===== src/rtl/stepper_ramp_ctrl.sv =====
// stepper_ramp_ctrl: STEP/DIR pulse generator with trapezoidal accel/cruise/decel profile
module stepper_ramp_ctrl #(
    parameter int CNT_W        = 20,
    parameter int STEP_W       = 32,
    parameter int START_PERIOD = 20000,
    parameter int MIN_PERIOD   = 5000,
    parameter int ACCEL_DEC    = 500,
    parameter int PULSE_HIGH   = 2500,
    parameter int DIR_SETUP    = 100
) (
    input  logic              i_Clk,
    input  logic              i_rst,
    input  logic              i_start,
    input  logic              i_direction,
    input  logic [STEP_W-1:0] i_total_steps,
    input  logic              i_abort,
    output logic              o_step_control,
    output logic              o_direction,
    output logic              o_busy,
    output logic              o_done,
    output logic              o_aborted,
    output logic [STEP_W-1:0] o_steps_done
);
    localparam logic [2:0] S_IDLE  = 3'd0;
    localparam logic [2:0] S_SETUP = 3'd1;
    localparam logic [2:0] S_HIGH  = 3'd2;
    localparam logic [2:0] S_LOW   = 3'd3;
    localparam logic [2:0] S_DONE  = 3'd4;
    localparam logic [CNT_W:0]    START_X = (CNT_W+1)'(START_PERIOD);
    localparam logic [CNT_W:0]    MIN_X   = (CNT_W+1)'(MIN_PERIOD);
    localparam logic [CNT_W:0]    ACC_X   = (CNT_W+1)'(ACCEL_DEC);
    localparam logic [CNT_W-1:0]  PH_LAST = CNT_W'(PULSE_HIGH - 1);
    localparam logic [CNT_W-1:0]  PH_P1   = CNT_W'(PULSE_HIGH + 1);
    localparam logic [CNT_W-1:0]  DS      = CNT_W'(DIR_SETUP);
    localparam logic [CNT_W-1:0]  C1      = CNT_W'(1);
    localparam logic [STEP_W-1:0] S1      = STEP_W'(1);

    logic [2:0]        state;
    logic [CNT_W-1:0]  cnt, period;
    logic [STEP_W-1:0] ramp_cnt, total;
    logic              abort_pend;
    logic [CNT_W:0]    p_up, p_dn;
    logic [CNT_W-1:0]  p_inc, p_dec, low_last;
    logic [STEP_W-1:0] k_next, remaining;

    // saturating period update candidates and end-of-step bookkeeping
    always_comb begin
        p_up      = {1'b0, period} + ACC_X;
        p_dn      = {1'b0, period} - ACC_X;
        p_inc     = (p_up > START_X) ? START_X[CNT_W-1:0] : p_up[CNT_W-1:0];
        p_dec     = (p_dn[CNT_W] || p_dn < MIN_X) ? MIN_X[CNT_W-1:0] : p_dn[CNT_W-1:0];
        low_last  = period - PH_P1;
        k_next    = o_steps_done + S1;
        remaining = total - k_next;
    end

    // move sequencer: setup delay, high/low phases, ramp profile, abort and completion
    always_ff @(posedge i_Clk) begin
        if (i_rst) begin
            state          <= S_IDLE;
            cnt            <= '0;
            period         <= START_X[CNT_W-1:0];
            ramp_cnt       <= '0;
            total          <= '0;
            abort_pend     <= 1'b0;
            o_step_control <= 1'b0;
            o_direction    <= 1'b0;
            o_busy         <= 1'b0;
            o_done         <= 1'b0;
            o_aborted      <= 1'b0;
            o_steps_done   <= '0;
        end else begin
            o_done <= 1'b0;
            case (state)
                S_IDLE: if (i_start && !i_abort) begin
                    o_direction  <= i_direction;
                    total        <= i_total_steps;
                    o_steps_done <= '0;
                    o_aborted    <= 1'b0;
                    o_busy       <= 1'b1;
                    cnt          <= '0;
                    abort_pend   <= 1'b0;
                    state        <= (i_total_steps == '0) ? S_DONE : S_SETUP;
                end
                S_SETUP: if (i_abort) begin
                    state     <= S_DONE;
                    o_aborted <= 1'b1;
                end else if (cnt == DS) begin
                    state          <= S_HIGH;
                    o_step_control <= 1'b1;
                    cnt            <= '0;
                end else begin
                    cnt <= cnt + C1;
                end
                S_HIGH: begin
                    if (i_abort)
                        abort_pend <= 1'b1;
                    if (cnt == PH_LAST) begin
                        o_step_control <= 1'b0;
                        cnt            <= '0;
                        if (abort_pend || i_abort) begin
                            state     <= S_DONE;
                            o_aborted <= 1'b1;
                        end else begin
                            state <= S_LOW;
                        end
                    end else begin
                        cnt <= cnt + C1;
                    end
                end
                S_LOW: if (i_abort) begin
                    state     <= S_DONE;
                    o_aborted <= 1'b1;
                end else if (cnt == low_last) begin
                    cnt          <= '0;
                    o_steps_done <= k_next;
                    if (remaining == '0) begin
                        state <= S_DONE;
                    end else begin
                        state          <= S_HIGH;
                        o_step_control <= 1'b1;
                        if (remaining <= ramp_cnt) begin
                            period   <= p_inc;
                            ramp_cnt <= (ramp_cnt == '0) ? '0 : ramp_cnt - S1;
                        end else if (period > MIN_X[CNT_W-1:0]) begin
                            period   <= p_dec;
                            ramp_cnt <= ramp_cnt + S1;
                        end
                    end
                end else begin
                    cnt <= cnt + C1;
                end
                S_DONE: begin
                    o_done     <= 1'b1;
                    o_busy     <= 1'b0;
                    period     <= START_X[CNT_W-1:0];
                    ramp_cnt   <= '0;
                    abort_pend <= 1'b0;
                    state      <= S_IDLE;
                end
                default: state <= S_IDLE;
            endcase
        end
    end
endmodule


===== config.mk =====
export PLATFORM = sky130hd
export DESIGN_NAME = stepper_ramp_ctrl
export DESIGN_NICKNAME = d
export VERILOG_FILES = /design/src/rtl/stepper_ramp_ctrl.sv
export SDC_FILE = /design/constraint.sdc
export NUM_CORES = 1
export LEC_CHECK = 0
export CAP_MARGIN = 0
export CORE_UTILIZATION = 57
export CTS_BUF_LIST = sky130_fd_sc_hd__clkbuf_4
export CTS_CLUSTER_DIAMETER = 100
export DETAILED_ROUTE_END_ITERATION = 7
export GPL_TIMING_DRIVEN = 0
export PLACE_DENSITY_LB_ADDON = 0.3
export SYNTH_ARGS = -nofsm -noshare
export SYNTH_HDL_FRONTEND = slang
export SYNTH_SLANG_ARGS = --single-unit
export TNS_END_PERCENT = 10

===== constraint.sdc =====
create_clock -name i_Clk -period 6.2 [get_ports i_Clk]
set_clock_uncertainty 0.1 [all_clocks]
set_input_delay 1.86 -clock i_Clk [delete_from_list [all_inputs] [get_ports i_Clk]]
set_output_delay 1.86 -clock i_Clk [all_outputs]
set_load 0.005 [all_outputs]

==> impl_metrics.ini <==
[power_and_ir_drop]
combPwrFrac_pct = 62.7
internal_power_w = 0.00234
p_per_area_nw_per_um2 = 291
p_leak_nw = 5.62
clock_power_share_pct = 15.6
swShare_pct = 48.3
ir_drop_mv = 0.297
fin_total_pwr_w = 0.00451
p_switching_w = 0.00218
p_seq_share_pct = 21.7

[synth]
synth_edf_count = 0
syn_nets = 1919
synth.top_cell.area_share_pct = 22.1
synthTopCellsByArea = dfxtp_1 22%, a21oi_1 7.4%, ha_1 7.0%, nand2_1 6.0%, nor2_1 3.5%
ys_seq_elements = 143
async_reset_ff_share_pct = 0
syn_area_um2 = 13000
synthDistinctLibCells = 96
yosysSeqAreaShare_pct = 22.1
synth.most_common_cell = nand2_1
yosysTopAreaCell = dfxtp_1
yosysWarnings = 0
synth_flop_cell = dfxtp_1
synth_cells = 1809
synth.avg_cell_area_um2 = 7.16
synth_commonest_cells = 207 x nand2_1, 191 x a21oi_1, 143 x dfxtp_1

[detailed_routing]
finalWirelength_um = 47600
post-route-drc-count = 0
vias_per_cell = 6.78
drt_iter0_drc = 1911
post_drt_wl_per_cell_um = 21.3
num_vias = 15200
firstDrtPassIters = 8
ant_nets = 0

[status]
status = finished with violations
violations = setup timing

[timing]
fmax_ghz = 0.157
hold_violations = 0
drv_slew = 0
period_needed_ns = 6.36
setup_viol = 29
tightest_slew_ns = 1.05
rsz0062_at_grt = yes
period_share_pct = 103
layout_setup_ws_ns = -0.163
max_slew_margin_pct = 29.7
holdWs_ns = 0.374

[clock_network]
clock_latency_ns = 0.63
cts_tree = yes
cts-root-buf = clkbuf_4
cts_buffer_depth = 2
clk_pin_slew_worst_paths_ns = 0.17
htreeDepth = 4
clock-sinks = 143
holdBufCountCts = 0
numCtsBuffers = 17

[min_path]
hp-class = reg2reg

[global_routing]
grt_pass1_vias = 13700
grt_overflow = 0
grt_first_pass_wirelength_um = 72700
grtUsageTotal_pct = 38.9
antenna_found_initial = 1
grt_max_degree = 17

[finish]
area_growth_pct = 19.7
final_core_util_pct = 70.4
fillers = 1862
drive_gt1_share_pct = 15.1
fin_area_um2 = 15500
final_nets = 2054

[floorplan]
core_area_um2 = 22000
io-pin-count = 74
dieHeight_um = 153
fp.dieArea_um2 = 23300
start_util_pct = 58.8
rows = 54
die_w_um = 153

[critical_path]
cp-end-kind = flip-flop
worst_path_largest_cell_delay_ns = 0.46
crit_path_start_kind = flip-flop
critPathMaxFanout = 8
critPathKind = reg2reg
critPathRequiredTime_ns = 6.61
arrival_ns = 6.77
cpMaxStageDelayCell = a311o_2

[placement]
hpwlAfterDp_um = 34100
port_buffers = 72
gp_congestion = 0.987
placedInstanceArea_um2 = 14000

[flow_run]
drv_cap = 0
==> power groups by stage <==
stage	sequential (W)	clock [W]	combinational (W)
2_1_floorplan	0.000991	0	0.00161
3_3_place_gp	0.000999	0	0.00216
4_1_cts	0.000979	0.000690	0.00236
3_5_place_dp	0.00100	0	0.00220
5_1_grt	0.000985	0.000738	0.00301
6_report	0.000981	0.000702	0.00283
==> critical path, delay by kind of cell, from the launching register on <==
kind	cells	cell delay (ns)
adders and majority gates	3	0.70
buffers and inverters	2	0.30
DFF	1	0.40
and+or+nand+nor	11	2.92
xor gates and xnor gates	1	0.25
AOI/OAI and AO/OA	9	1.58
==> flip-flops by register name (all words and copies together), names as in the netlist <==
signal	count
abort_pend	1
cnt	20
o_aborted	1
o_busy	1
o_direction	1
o_done	1
o_step_control	1
o_steps_done	32
period	18
ramp_cnt	32
state	3
total	32
==> logic make-up (layout without fill, tap and decap cells) <==
logic type	count (synthesis)	after routing	share of synthesized area, %
other	0	1	0
AO/OA/AOI/OAI	515	515	25.9
buffers and inverters	212	360	7.10
flip-flops	143	143	22.1
adder cells (fa/ha/maj)	73	73	7.11
multiplexers	19	19	1.47
XOR/XNOR	81	81	5.48
AND/OR/NAND/NOR	766	766	30.9
==> metrics by stage <==
stage | setup WS, ns | std cells | setup TNS [ns]
2_1_floorplan | 0.0383 | 1809 | 0
3_3_place_gp | -1.99 | 2161 | -87.59
3_5_place_dp | -1.96 | 2161 | -87.05
4_1_cts | 0.000472 | 2205 | 0
5_1_grt | -0.306 | 2238 | -8.53
6_report | -0.163 | 2238 | -1.84
==> worst paths after layout <==
kind / to / slack (ns) / startpoint / cells past startpoint
setup / recovery: ramp_cnt[25]$_SDFFE_PP0P_ / -0.16 / o_steps_done[1]$_SDFFE_PP0P_ / 26
hold / removal: total[28]$_SDFFE_PP0P_ / 0.37 / total[28]$_SDFFE_PP0P_ / 2
setup reg to reg: ramp_cnt[25]$_SDFFE_PP0P_ / -0.16 / o_steps_done[1]$_SDFFE_PP0P_ / 26
hold reg to reg: total[28]$_SDFFE_PP0P_ / 0.37 / total[28]$_SDFFE_PP0P_ / 2
==> placed cells by master, fill, tap and decap left out, types with 32 or more instances in the layout <==
cell type / Yosys / layout
or3_1: 34 / 32
inv_1: 73 / 72
ha_1: 72 / 65
nand2_1: 207 / 202
clkdlybuf4s50_1: 0 / 72
nand3_1: 72 / 70
a21oi_1: 191 / 177
nor2_1: 121 / 109
nand4_1: 69 / 69
clkbuf_1: 87 / 69
buf_4: 2 / 50
dfxtp_1: 143 / 131
xnor2_1: 49 / 47
nor3_1: 55 / 48
o21ai_0: 80 / 71
and3_1: 36 / 35
==> layout make-up <==
type	count	area (um^2)	area share (%)
Tap cell	280	350	2.26
Clock inverter	15	173	1.11
Inverter	73	274	1.77
Sequential cell	143	2890	18.6
Multi-Input combinational cell	1454	9830	63.4
Antenna cell	1	2.50	0.0161
Timing Repair Buffer	123	1100	7.11
Clock buffer	17	128	0.823
Buffer	132	753	4.86
==> routing by layer <==
metal / wire length [um] / up-vias / GRT usage (%)
met5: 0 / - / 0
met3: 5250 / 155 / 6.88
met2: 20800 / 1019 / 60.0
met1: 19500 / 7024 / 52.6
li1: - / 6985 / -
met4: 2000 / 0 / 17.9
==> what timing repair did <==
item,4_1_cts,5_1_grt
buffers inserted,19,30
pin swaps,20,33
endpoints found under the setup margin,50,50
cloned,0,1
resized for setup,95,132
Power figures use the tool's default switching activity.
